==> config.mk <==
export PLATFORM = sky130hd
export DESIGN_NAME = tea_decrypt_ctrl_flat
export DESIGN_NICKNAME = d
export VERILOG_FILES = /design/src/rtl/tea_decrypt_if.sv /design/src/rtl/tea_decrypt_ctrl.sv /design/src/flat_wrapper.sv
export SDC_FILE = /design/constraint.sdc
export NUM_CORES = 1
export LEC_CHECK = 0
export CAP_MARGIN = 10
export CORE_ASPECT_RATIO = 2
export CORE_UTILIZATION = 50
export CTS_BUF_LIST = sky130_fd_sc_hd__clkbuf_4 sky130_fd_sc_hd__clkbuf_8
export CTS_CLUSTER_DIAMETER = 30
export DETAILED_ROUTE_END_ITERATION = 6
export PLACE_DENSITY = 0.7
export SYNTH_ARGS = -nofsm -noshare
export SYNTH_HDL_FRONTEND = slang
export SYNTH_SLANG_ARGS = --single-unit
==> constraint.sdc <==
create_clock -name clk -period 10.25 [get_ports clk]
set_input_delay 2.05 -clock clk [delete_from_list [all_inputs] [get_ports clk]]
set_output_delay 2.05 -clock clk [all_outputs]
set_load 0.005 [all_outputs]
==> src/rtl/tea_decrypt_if.sv <==
// Ciphertext-in / plaintext-out bundle of the TEA decryptor.
// Latency: none (wiring only).
// Backpressure: in_valid/in_ready on the input side, out_valid/out_ready on the output side.
// Signals: key[127:0], in_data[63:0], in_valid, in_ready, out_data[63:0], out_valid, out_ready, busy.
// master = producer/consumer around the block, slave = the decryptor itself.
interface tea_decrypt_if;
  logic [127:0] key;
  logic [63:0]  in_data;
  logic         in_valid;
  logic         in_ready;
  logic [63:0]  out_data;
  logic         out_valid;
  logic         out_ready;
  logic         busy;

  modport master (
    output key, in_data, in_valid, out_ready,
    input  in_ready, out_data, out_valid, busy
  );

  modport slave (
    input  key, in_data, in_valid, out_ready,
    output in_ready, out_data, out_valid, busy
  );
endinterface

==> src/rtl/tea_decrypt_ctrl.sv <==
// TEA block decryptor, one half-round per clock (v1 update, then v0 update).
// Latency: 2*ROUNDS edges from the accept edge to the edge that raises out_valid.
// Backpressure: in_ready only in IDLE; the plaintext is held in DONE until out_ready.
// Ports: clk, rst_n (synchronous, active-low), bus (tea_decrypt_if.slave),
//        abort (only when TEA_DEC_ABORT_EN is defined: drops an in-flight block).
// Optional feature macro: TEA_DEC_ABORT_EN.
module tea_decrypt_ctrl #(
  parameter int          ROUNDS = 32,
  parameter logic [31:0] DELTA  = 32'h9E3779B9
) (
  input  logic         clk,
  input  logic         rst_n,
`ifdef TEA_DEC_ABORT_EN
  input  logic         abort,
`endif
  tea_decrypt_if.slave bus
);

  localparam logic [1:0] IDLE   = 2'd0;
  localparam logic [1:0] HALF_A = 2'd1;
  localparam logic [1:0] HALF_B = 2'd2;
  localparam logic [1:0] DONE   = 2'd3;

  // Decryption starts from the sum left after ROUNDS encryption steps.
  localparam logic [63:0] SUM_PROD = 64'(DELTA) * 64'(ROUNDS);
  localparam logic [31:0] SUM_INIT = SUM_PROD[31:0];
  localparam logic [5:0]  LAST_RND = 6'(ROUNDS - 1);

  function automatic logic [31:0] tea_f(input logic [31:0] x,
                                        input logic [31:0] kl,
                                        input logic [31:0] kr,
                                        input logic [31:0] s);
    return ((x << 4) + kl) ^ (x + s) ^ ((x >> 5) + kr);
  endfunction

  logic [1:0]   state;
  logic [127:0] k;
  logic [31:0]  v0;
  logic [31:0]  v1;
  logic [31:0]  sum;
  logic [5:0]   rnd;
  logic [63:0]  out_q;
  logic         abort_hit;

  logic [31:0]  v1_next;
  logic [31:0]  v0_next;

  // HALF_B uses the v1 already written back by the preceding HALF_A edge.
  assign v1_next = v1 - tea_f(v0, k[95:64], k[127:96], sum);
  assign v0_next = v0 - tea_f(v1, k[31:0],  k[63:32],  sum);

`ifdef TEA_DEC_ABORT_EN
  assign abort_hit = abort && (state != IDLE);
`else
  assign abort_hit = 1'b0;
`endif

  always_ff @(posedge clk) begin
    if (!rst_n) begin
      state <= IDLE;
      k     <= '0;
      v0    <= '0;
      v1    <= '0;
      sum   <= '0;
      rnd   <= '0;
      out_q <= '0;
    end else if (abort_hit) begin
      // Working registers are simply reloaded on the next accept;
      // out_q keeps the last completed plaintext.
      state <= IDLE;
    end else begin
      case (state)
        IDLE: begin
          if (bus.in_valid) begin
            k     <= bus.key;
            v0    <= bus.in_data[31:0];
            v1    <= bus.in_data[63:32];
            sum   <= SUM_INIT;
            rnd   <= '0;
            state <= HALF_A;
          end
        end
        HALF_A: begin
          v1    <= v1_next;
          state <= HALF_B;
        end
        HALF_B: begin
          v0  <= v0_next;
          sum <= sum - DELTA;
          rnd <= rnd + 6'd1;
          if (rnd == LAST_RND) begin
            // Capture the result separately so the output only changes on completion.
            out_q <= {v1, v0_next};
            state <= DONE;
          end else begin
            state <= HALF_A;
          end
        end
        DONE: begin
          if (bus.out_ready) begin
            state <= IDLE;
          end
        end
        default: state <= IDLE;
      endcase
    end
  end

  assign bus.in_ready  = (state == IDLE);
  assign bus.out_valid = (state == DONE);
  assign bus.busy      = (state == HALF_A) || (state == HALF_B);
  assign bus.out_data  = out_q;

endmodule

==> src/flat_wrapper.sv <==
// flat-port wrapper written by rule: the top's interface ports become plain ports
module tea_decrypt_ctrl_flat 
#(
  parameter int          ROUNDS = 32,
  parameter logic [31:0] DELTA  = 32'h9E3779B9
)
  (clk, rst_n, bus_key, bus_in_data, bus_in_valid, bus_out_ready, bus_in_ready, bus_out_data, bus_out_valid, bus_busy);
  tea_decrypt_if bus_i ();
  input  logic clk;
  input  logic rst_n;
  input wire logic [$bits(bus_i.key)-1:0] bus_key;
  input wire logic [$bits(bus_i.in_data)-1:0] bus_in_data;
  input wire logic [$bits(bus_i.in_valid)-1:0] bus_in_valid;
  input wire logic [$bits(bus_i.out_ready)-1:0] bus_out_ready;
  output wire logic [$bits(bus_i.in_ready)-1:0] bus_in_ready;
  output wire logic [$bits(bus_i.out_data)-1:0] bus_out_data;
  output wire logic [$bits(bus_i.out_valid)-1:0] bus_out_valid;
  output wire logic [$bits(bus_i.busy)-1:0] bus_busy;
  assign bus_i.key = bus_key;
  assign bus_i.in_data = bus_in_data;
  assign bus_i.in_valid = bus_in_valid;
  assign bus_i.out_ready = bus_out_ready;
  assign bus_in_ready = bus_i.in_ready;
  assign bus_out_data = bus_i.out_data;
  assign bus_out_valid = bus_i.out_valid;
  assign bus_busy = bus_i.busy;
  tea_decrypt_ctrl #(.ROUNDS(ROUNDS), .DELTA(DELTA)) u_core (.clk(clk), .rst_n(rst_n), .bus(bus_i));
endmodule
Yosys cells after proc, flatten, opt, wreduce, memory -nomap -nowiden
Cells that the tools add are included.
Cells by class
  $add $sub $neg: 10
  equal/unequal tests: 6
  multiplexer cells: 12
  bitwise operators: 4
  reductions and logical operators: 9
Operator list (number)
  $pmux W32 S2: 3
  $add A32 B32 Y32: 4
  $xor A32 B32 Y32: 4
  $mux W32: 3
  $add A27 B32 Y32: 2
  $sub A32 B32 Y32: 2
  $sub A32 B32 Y32 const B: 1
  $pmux W6 S2: 1
  $reduce_and A2 Y1: 5
  $pmux W2 S4: 1
  $add A6 B1 Y6 const B: 1
  $eq A6 B5 Y1 const B: 1
  $mux W2: 3
  $mux W6: 1
  $eq A2 B2 Y1 const B: 2
  $ne A2 B2 Y1 const B: 2
  $reduce_bool A2 Y1: 2
  $eq A2 B1 Y1 const B: 1
  $logic_not A2 Y1: 1
  $logic_or A1 B1 Y1: 1
Storage, ports and cells
  register bits: 296
  bits of input ports: 196
  output and inout port bits: 67
  word-level logic and storage cells: 48

Longest topological paths before layout
  word-level depth: 5
  mapped depth: 26

Least setup slack after synthesis
No wires, ideal clock.
  path type: register to register
  start: register u_core.sum[0]
  end: register u_core.v1[31]
  arrival time: 5.192 ns
  required time: 10.162 ns
  slack: 4.970 ns
  stages on the path, launching flop included: 27
  path buffers: 0
  clock period less this slack: 5.280 ns
  cell sequence: dfxtp_1 ha_1 inv_1 fa_1 nor2b_1 o21a_1 o21a_1 o211ai_1 and4b_1 and2_1 o311a_4 o21ai_0 a21o_1 a21oi_1 xnor2_1 ha_1 a21o_1 a21o_1 a21o_1 a221oi_1 inv_1 nand2_1 a31oi_1 o31ai_1 xnor3_1 xor2_1 o32ai_2
Between the ends
  cells in the longest elaborated chain, start to end: 5
Ends and longest elaborated chain
  from (decl): line tea_decrypt_ctrl.sv:40  | logic [31:0] sum;
  from (signal assigned): line tea_decrypt_ctrl.sv:89  | sum <= sum - DELTA;
  $add A32 B32 Y32: line tea_decrypt_ctrl.sv:33  | return ((x << 4) + kl) ^ (x + s) ^ ((x >> 5) + kr);
  $xor A32 B32 Y32 (2 in series): line tea_decrypt_ctrl.sv:33
  $sub A32 B32 Y32: line tea_decrypt_ctrl.sv:49  | assign v1_next = v1 - tea_f(v0, k[95:64], k[127:96], sum);
  $pmux W32 S2: line tea_decrypt_ctrl.sv:72  | case (state)
  to (signal assigned): line tea_decrypt_ctrl.sv:77  | v1 <= bus.in_data[63:32];
  to (signal assigned): line tea_decrypt_ctrl.sv:84  | v1 <= v1_next;
  to (decl): line tea_decrypt_ctrl.sv:39  | logic [31:0] v1;
Every way passes these cells.
A chain may end at the register's enable or synchronous reset.

Final worst setup path
  start: register u_core.sum[0]
  end: register u_core.v0[30]
Between the ends
  cells in the longest elaborated chain, start to end: 5
Ends and longest elaborated chain
  $add A32 B32 Y32: line tea_decrypt_ctrl.sv:33
  $xor A32 B32 Y32 (2 in series): line tea_decrypt_ctrl.sv:33
  $sub A32 B32 Y32: line tea_decrypt_ctrl.sv:50  | assign v0_next = v0 - tea_f(v1, k[31:0], k[63:32], sum);
  $pmux W32 S2: line tea_decrypt_ctrl.sv:72
  to (signal assigned): line tea_decrypt_ctrl.sv:76  | v0 <= bus.in_data[31:0];
  to (signal assigned): line tea_decrypt_ctrl.sv:88  | v0 <= v0_next;
  to (decl): line tea_decrypt_ctrl.sv:38  | logic [31:0] v0;
Every way passes these cells.

==> impl_metrics.tcl <==
set metrics [dict create \
    status "complete, no violations" \
    postCtsSetupRepairBufs 0 \
    met3WireLength_um 3590 \
    finalHoldViolCount 0 \
    rrSetupSlack_ps 4100 \
    num_io_pins 263 \
    fin_nets 3634 \
    power_switching_mw 5.99 \
    placed_cells 3702 \
    grt_use_total_pct 34.7 \
    drcViolationCount 0 \
    crit_type "flip-flop to flip-flop" \
    cts_tree "built" \
    syn_area_per_cell_um2 7.81 \
    crit_fanout 6 \
    clk_path_buf_depth 3 \
    gp_congestion 0.964 \
    firstDrtPassIters 5 \
    fmax_mhz 163 \
    ys_types 89 \
    drt.antenna.violating_nets 0 \
    vias_per_cell 5.94 \
    instances_no_fill 3801 \
    yosysMostFrequentCell "nand2_1" \
    max-cap-violations 0 \
    first_global_vias 22847 \
    grt_overflow_total 0 \
    setup_viol 0 \
    rsz0062_at_grt "false" \
    cts_buffers 53 \
    fin_worst_skew_ps 38.0 \
    clock-sinks 296 \
    pwr-share-comb_pct 73.6 \
    powerDensity_nw_per_um2 416 \
    worstHoldPathType "flip-flop to flip-flop" \
    h-tree-depth 2 \
    die_width_um 155 \
    drt_wl_total_um 82700 \
    vias 22583 \
    start_util_pct 50.8 \
    synth_top_area_share_pct 25.5 \
    multi_input_area_um2 16700 \
    wl_met2_um 43000 \
    area_growth_pct 18.4 \
    total_power_mw 11.5 \
    synth-async-reset-ratio_pct 0 \
    yosys-top-cells-count "483 x nand2_1, 451 x a21oi_1, 309 x xnor2_1" \
    grt_pass1_wl_um 127000 \
    seq_area_um2 5930 \
    swShare_pct 52.2 \
    final_cell_area_um2 27500 \
    synthCells 2980 \
    synth_enable_flop_cells 0 \
    synth_nets 3422 \
    endpoint_kind "flip-flop" \
    final_util_pct 60.1 \
    period_needed_ps 6150 \
    seqPwrFrac_pct 15.2 \
    core_um2 45800 \
    synth.area.top_cells "dfxtp_1 25%, ha_1 13%, xnor2_1 12%" \
    drive_gt1_share_pct 5.04 \
    cp.arrival_ps 6700 \
    yosysSeqAreaShare_pct 25.5 \
    drt-initial-drc-count 1579 \
    place_area_um2 26300 \
    slew-limit-headroom_pct 33.0 \
    p_int_mw 5.48 \
    ys.flop_type "dfxtp_1" \
    dieArea_um2 47500 \
    clockRootBuffer "clkbuf_8" \
    yosys.area.top_type "dfxtp_1" \
    yosys_warnings 0 \
    fin_crit_sh_pct 60.0 \
    maxUsedRoutingLayer "met4" \
    rows 111 \
    syn_area_um2 23300 \
    cp.required_ps 10790 \
    clk_pin_slew_ps 70 \
    port_buffers 262 \
    cts_hold_buf 0 \
    maxSlewViolCount 0 \
    crit_path_start_kind "flip-flop" \
    p_clk_share_pct 11.2 \
    fillers 4323 \
    wl_per_cell_um 21.8 \
    tightestPinTransition_ps 989 \
    dp_hpwl_um 64900 \
    antenna_found_initial 1 \
    clk_latency_ps 650 \
    ys_seq_elements 296 \
    leakagePower_nw 11.5 \
    ir_drop_v 0.000181 \
    ctsResizeCount 0 \
    finalSetupTns_ps 0 \
    grt_max_degree 139 \
    wl_met1_um 31500 \
    die_y_um 307 \
]
-- power by group through the flow --
| stage | registers (mW) | logic [mW] | clock network, mW |
|---|---|---|---|
| 6_report | 1.74 | 8.43 | 1.29 |
| 4_1_cts | 1.74 | 8.33 | 1.31 |
| 3_5_place_dp | 1.76 | 8.27 | 0 |
| 3_3_place_gp | 1.76 | 8.19 | 0 |
| 2_1_floorplan | 1.56 | 6.18 | 0 |
| 5_1_grt | 1.77 | 9.11 | 1.35 |
-- cells in the final DEF (no fill, tap or decap), types with 7 or more instances in the layout --
master / n
and2_1: 10
o21ai_1: 17
nor2b_1: 30
nand2_1: 482
inv_6: 10
ha_1: 237
dfxtp_1: 296
and3_1: 25
or3_1: 13
buf_4: 15
a31oi_1: 28
a211oi_1: 38
a21oi_1: 449
clkbuf_4: 8
and4_1: 7
o211ai_1: 16
nor3_1: 36
xor2_1: 68
o21ai_0: 126
nand2b_1: 23
nand4_1: 26
clkbuf_8: 64
a311o_1: 7
nor2_1: 144
o31ai_1: 10
fa_1: 8
inv_1: 62
mux2i_1: 29
a21o_1: 115
nand3_1: 63
o21a_1: 33
clkdlybuf4s50_1: 261
o21bai_1: 26
xnor2_1: 309
-- worst paths after layout --
path | from | end | depth (start not counted)
worst max-delay path | u_core.sum[0]$_SDFFE_PN0P_ | u_core.v0[30]$_SDFFE_PN0P_ | 25
worst min-delay path | u_core.bus.out_data[56]$_SDFFE_PN0P_ | u_core.bus.out_data[56]$_SDFFE_PN0P_ | 2
worst max register to register | u_core.sum[0]$_SDFFE_PN0P_ | u_core.v0[30]$_SDFFE_PN0P_ | 25
worst min register to register | u_core.bus.out_data[56]$_SDFFE_PN0P_ | u_core.bus.out_data[56]$_SDFFE_PN0P_ | 2
-- worst max-delay path, cell delays in order (launching register included) --
cell and delay, ps:
dfxtp_1 430, ha_1 200, inv_1 60, fa_1 410, nor2b_1 130, o21ai_0 110, o21ai_0 340, nor3_1 110
o31ai_1 630, nand4_1 200, o211ai_1 130, a21o_1 170, a21o_1 120, a21oi_1 80, xnor3_1 380, ha_1 350
nand2_1 90, o21ai_0 100, a211o_1 290, and2_1 160, a311oi_2 440, a31oi_1 250, a211oi_2 310, o21ai_1 160
xnor2_1 150, a311oi_1 280
-- stage by stage --
stage / hold WS, ps / setup WS (ps)
3_3_place_gp: 441 / 4270
4_1_cts: 454 / 4170
3_5_place_dp: 446 / 4210
2_1_floorplan: 440 / 4970
5_1_grt: 475 / 3640
6_report: 454 / 4100
-- final cells by class --
| class | instances | area share (%) |
|---|---|---|
| multi-input cells | 2499 | 60.6 |
| flip-flops and latches | 296 | 21.5 |
| repair buffers | 278 | 9.99 |
| clock buffers | 72 | 3.42 |
| well taps | 565 | 2.57 |
| clock inverters | 26 | 1.05 |
| inverters | 64 | 0.890 |
| diodes | 1 | 0.00909 |
-- flip-flops by register name, summed over array words and instances (netlist names) --
signal,count
u_core.v0,32
u_core.state,2
u_core.sum,32
u_core.v1,32
u_core.rnd,6
u_core.k,128
u_core.bus.out_data,64
-- routing by layer --
metal	global-route usage, %	up-vias
li1	-	11013
met1	37.8	10640
met2	65.1	723
met3	2.99	207
met4	19.4	0
met5	0	-
-- logic make-up after synthesis --
family	share of synthesized area [%]
compound gates	25.3
simple gates	16.9
xor+xnor	14.5
flops	25.5
fa+ha+maj	13.5
buf+inv	3.03
mux	1.34
(Power assumes the default switching activity.)
==> RTL change 1: new RTL, same settings <==
Reset style: asynchronous (`rst_n`), changed in one clocked block.
--- a/src/rtl/tea_decrypt_ctrl.sv
+++ b/src/rtl/tea_decrypt_ctrl.sv
@@ -55,7 +55,7 @@
   assign abort_hit = 1'b0;
 `endif
 
-  always_ff @(posedge clk) begin
+  always_ff @(posedge clk or negedge rst_n) begin
     if (!rst_n) begin
       state <= IDLE;
       k     <= '0;
Function: differs if rst_n is asserted again (counterexample within 4 cycles, from zero or initial values and one cycle with rst_n low); with rst_n held inactive, the same outputs for 10 cycles.
==> RTL change 1 against the original RTL <==
Cell count is 7.1% lower. Synthesized cell count is 13% lower. Sequential cell count stayed put. Routed wire length is 0.48% higher. Core utilization is 0.55 points higher. Worst setup slack better by 0.028 ns. Global-route usage hardly changed. Final area is 2.8% higher. Area after synthesis is 1.8% higher. Critical path type unchanged. Highest routed layer unchanged.
Power is not shown: default switching activity piles up to over one toggle a cycle in this logic, so the estimate is an artifact.
==> RTL change 1: results (changes against the original RTL) <==
stage	metric	value	unit	change
global_route	GR Util met1	0.326		was 0.378
timing	Final Skew	0.0237	ns	was 0.0380 ns
route	uppermost layer routed	met4		unchanged
cts	CTS root buf	clkbuf_8		unchanged
place	# port buffers	262		unchanged
finish	flip-flop count of the largest register after layout	128		unchanged
place	RePlAce Congestion	0.972		was 0.964
cts	CTS clk-pin slew, worst paths	0.07	ns	about the same
synth	post-synthesis sequential area ratio	0.313		was 0.255
worst_hold_path	Min-Delay Path Class	reg2reg		unchanged
global_route	largest net degree at the start of global routing	152		was 139
cts	Skew-Pair Late Insertion Delay	0.67	ns	was 0.65 ns
run_status	status	finished clean		unchanged
synth	ranking of synthesized cells by area	dfrtp_1, ha_1, xnor2_1		was dfxtp_1, ha_1, xnor2_1
place	DP Worst Slack	4.27	ns	was 4.21 ns
worst_setup_path	critical path endpoint	u_core.v0[29]$_DFFE_PN0P_		was u_core.v0[30]$_SDFFE_PN0P_
global_route	initial antenna violation count	1		unchanged
worst_hold_path	hold endpoint	u_core.bus.out_data[59]$_DFFE_PN0P_		was u_core.bus.out_data[56]$_SDFFE_PN0P_
timing	hold_ws	0.474	ns	was 0.454 ns
worst_setup_path	Critical R2R Launch	u_core.v1[5]$_DFFE_PN0P_		was u_core.sum[0]$_SDFFE_PN0P_
place	HPWL Detailed	66.3	mm	was 64.9 mm
global_route	wire length of the first global-routing pass	124	mm	was 127 mm
synth	Syn Nets	3032		was 3422
global_route	global-route met2 utilization	0.639		was 0.651
worst_setup_path	R2R depth	24		was 25
timing	Slew headroom	0.239		was 0.330
worst_setup_path	Arrival @ worst endpoint	6.67	ns	was 6.70 ns
worst_setup_path	worst setup path startpoint	u_core.v1[5]$_DFFE_PN0P_		was u_core.sum[0]$_SDFFE_PN0P_
route	met2 wire len	43.3	mm	was 43.0 mm
synth	Post-synth top cells	nand2_1, dfrtp_1, xnor2_1		was nand2_1, a21oi_1, xnor2_1
finish	layout cells sized above 1	0.0927		was 0.0504
worst_setup_path	Crit-path slowest cell	or4_1		was o31ai_1
route	met1 wire length	27.3	mm	was 31.5 mm
finish	Filler Cells Inserted	4054		was 4323
route	Vias/cell	5.90		was 5.94
route	met3 wire length	3.19	mm	was 3.59 mm
global_route	met3 Track Usage GR	0.0363		was 0.0299
route	First DRT Iteration DRCs	1249		was 1579
finish	nets	3299		was 3634
timing	fmax	0.163	GHz	about the same
route	Routed WL	83.1	mm	was 82.7 mm
global_route	vias in the first global route	21400		was 22800
synth	Yosys cell types	72		was 89
global_route	GRT Overall Usage	0.347		about the same
cts	TritonCTS Buffers	54		was 53
worst_hold_path	Worst Hold Launch	u_core.bus.out_data[59]$_DFFE_PN0P_		was u_core.bus.out_data[56]$_SDFFE_PN0P_
worst_hold_path	WHS Path Cells	2		unchanged
synth	Post-synth ARST share	1.00		was 0
RTL change 1: per-stage QoR:
| step | instances | cell area (µm²) |
|---|---|---|
| 2_1_floorplan | 2590 | 23700 |
| 3_3_place_gp | 3428 | 27000 |
| 3_5_place_dp | 3428 | 27000 |
| 4_1_cts | 3529 | 28300 |
| 5_1_grt | 3530 | 28300 |
| 6_report | 3530 | 28300 |
RTL change 1: cells by family after synthesis:
family / share of synthesized area
simple gates: 0.127
compound gates: 0.186
mux: 0.0787
buf+inv: 0.0193
xor+xnor: 0.143
flops: 0.313
fa+ha+maj: 0.132
RTL change 1: area by class of cell:
cell class | instances | area [µm²] | area share
Clock buffer | 69 | 912 | 0.0322
Clock inverter | 32 | 379 | 0.0134
Tap cell | 627 | 785 | 0.0277
Timing Repair Buffer | 276 | 2750 | 0.0970
Sequential cell | 296 | 7410 | 0.262
Antenna cell | 1 | 2.50 | 0.0000884
Inverter | 57 | 214 | 0.00756
Multi-Input combinational cell | 2172 | 15900 | 0.560
==> RTL change 2: new RTL, same flow settings <==
Made on the original files. `ROUNDS` is set to 32 in 2 places; all go to 24.
--- a/src/rtl/tea_decrypt_ctrl.sv
+++ b/src/rtl/tea_decrypt_ctrl.sv
@@ -5,7 +5,7 @@
 //        abort (only when TEA_DEC_ABORT_EN is defined: drops an in-flight block).
 // Optional feature macro: TEA_DEC_ABORT_EN.
 module tea_decrypt_ctrl #(
-  parameter int          ROUNDS = 32,
+  parameter int          ROUNDS = 24,
   parameter logic [31:0] DELTA  = 32'h9E3779B9
 ) (
   input  logic         clk,
--- a/src/flat_wrapper.sv
+++ b/src/flat_wrapper.sv
@@ -1,7 +1,7 @@
 // flat-port wrapper written by rule: the top's interface ports become plain ports
 module tea_decrypt_ctrl_flat 
 #(
-  parameter int          ROUNDS = 32,
+  parameter int          ROUNDS = 24,
   parameter logic [31:0] DELTA  = 32'h9E3779B9
 )
   (clk, rst_n, bus_key, bus_in_data, bus_in_valid, bus_out_ready, bus_in_ready, bus_out_data, bus_out_valid, bus_busy);
Formal check against the unedited RTL: same outputs for any inputs over 10 cycles, from zero or initial values and one cycle with rst_n low; that may be too few to reach the edited logic, so the function may still have changed.
==> RTL change 2 against the original RTL <==
Worst setup slack worse by 0.34 ns. Die area down 0.94%. Combinational power up 4.2%. Cell count fell by 0.29%. Non-clock buffer count is 1 lower. Hold slack worse by 0.00071 ns. Sequential power rose by 3%. Final area is 0.42% lower. Total power is 4.3% higher. Sequential cell count stayed put. Area after synthesis decreased by 0.95%. Routed wire length rose by 5.5%. Critical path type unchanged.
==> RTL change 2: results (changes against the original RTL) <==
stage	metric	value	unit	change
synth	Compound-Gate Fraction of Synth Area	0.250		was 0.253
route	met1 wire length	29.4	mm	was 31.5 mm
finish	Filler Cells Inserted	4244		was 4323
route	met3 wire length	3.69	mm	was 3.59 mm
route	drt first pass iters	6		was 5
pwr	maximum VDD drop	0.263	mV	was 0.181 mV
synth	Yosys cell types	77		was 89
finish	multi-input gate count	2486		was 2499
run_status	status	finished clean		unchanged
synth	post-synthesis sequential area ratio	0.257		was 0.255
finish	nets	3625		was 3634
worst_setup_path	Arrival @ worst endpoint	7.06	ns	was 6.70 ns
finish	Seq area share	0.216		was 0.215
finish	Layout Cells excl Fill	3790		was 3801
route	Vias/cell	6.01		was 5.94
synth	Post-synth top cells	nand2_1, a21oi_1, xnor2_1		unchanged
synth	post-synthesis adder-cell area fraction	0.136		was 0.135
cts	TritonCTS Buffers	56		was 53
global_route	wire length of the first global-routing pass	130	mm	was 127 mm
finish	sequential cells	296		unchanged
place	cell total after placement	3685		was 3702
synth	Syn Area/Cell	7.79	µm²	was 7.81 µm²
worst_setup_path	FF-to-FF setup slack	3.76	ns	was 4.10 ns
pwr	Net Sw Frac	0.530		was 0.522
finish	Buffers, non-clock	277		was 278
global_route	global-route met2 utilization	0.672		was 0.651
global_route	largest net degree at the start of global routing	89		was 139
finish	fraction of area in multi-input gates	0.601		was 0.606
worst_setup_path	CP Max Fanout	5		was 6
global_route	GRT Overall Usage	0.366		was 0.347
pwr	logic gate share of total power	0.735		was 0.736
worst_setup_path	Critical R2R Launch	u_core.v0[0]$_SDFFE_PN0P_		was u_core.sum[0]$_SDFFE_PN0P_
synth	mux cell area share after synthesis	0.0152		was 0.0134
synth	ranking of synthesized cells by area	dfxtp_1, ha_1, xnor2_1		unchanged
finish	# diodes	3		was 1
finish	Signal buf overhead	0.0997		was 0.0999
place	RePlAce Congestion	0.972		was 0.964
timing	Final Skew	0.0299	ns	was 0.0380 ns
timing	worst-margin pin slew	0.985	ns	was 0.989 ns
finish	inverter count	66		was 64
global_route	GR Util met1	0.336		was 0.378
RTL change 2: cell count changes after synthesis, sizes merged, moves of 7 or more:
| cell | change |
|---|---|
| nand2 | +15 |
| nand3 | -15 |
| nor3 | -12 |
| a211oi | +12 |
| clkbuf | -10 |
| a31oi | -9 |
| o21ai | -13 |
| nor2 | +7 |
| o211ai | +11 |
| a21oi | +10 |
| o21a | -9 |
RTL change 2: critical path: stages, from the launching register on:
cell      delay, ns
dfxtp_1        0.38
ha_1           0.26
fa_1           0.40
a21o_1         0.17
a21oi_1        0.42
nor2_1         0.11
o21ai_0        0.44
o21ai_0        0.34
nor2b_1        0.20
nor2_1         0.05
nor2_1         0.18
xnor2_1        0.17
xnor2_1        0.16
xor2_1         0.42
ha_1           0.38
and3_1         0.26
and2_1         0.17
and4_1         0.21
a222oi_1       0.35
a21oi_1        0.23
a311o_1        0.41
xnor2_1        0.14
xnor2_1        0.15
xnor2_1        0.16
o32ai_1        0.22
RTL change 2: stage by stage:
stage	setup slack, ns	total power [mW]	instance area, µm²
after global routing	3.48	12.6	27400
after CTS	3.85	11.8	27400
after global placement	3.94	10.3	26100
final	3.76	12.0	27400
after floorplan	5.16	7.82	23000
after detailed placement	3.87	10.4	26100
RTL change 2: worst max path at each step:
stage	to
after floorplan	u_core.v1[31]$_SDFFE_PN0P_
after global placement	u_core.v1[31]$_SDFFE_PN0P_
after detailed placement	u_core.v1[31]$_SDFFE_PN0P_
after CTS	u_core.v1[31]$_SDFFE_PN0P_
after global routing	u_core.v1[31]$_SDFFE_PN0P_
final	u_core.v1[31]$_SDFFE_PN0P_
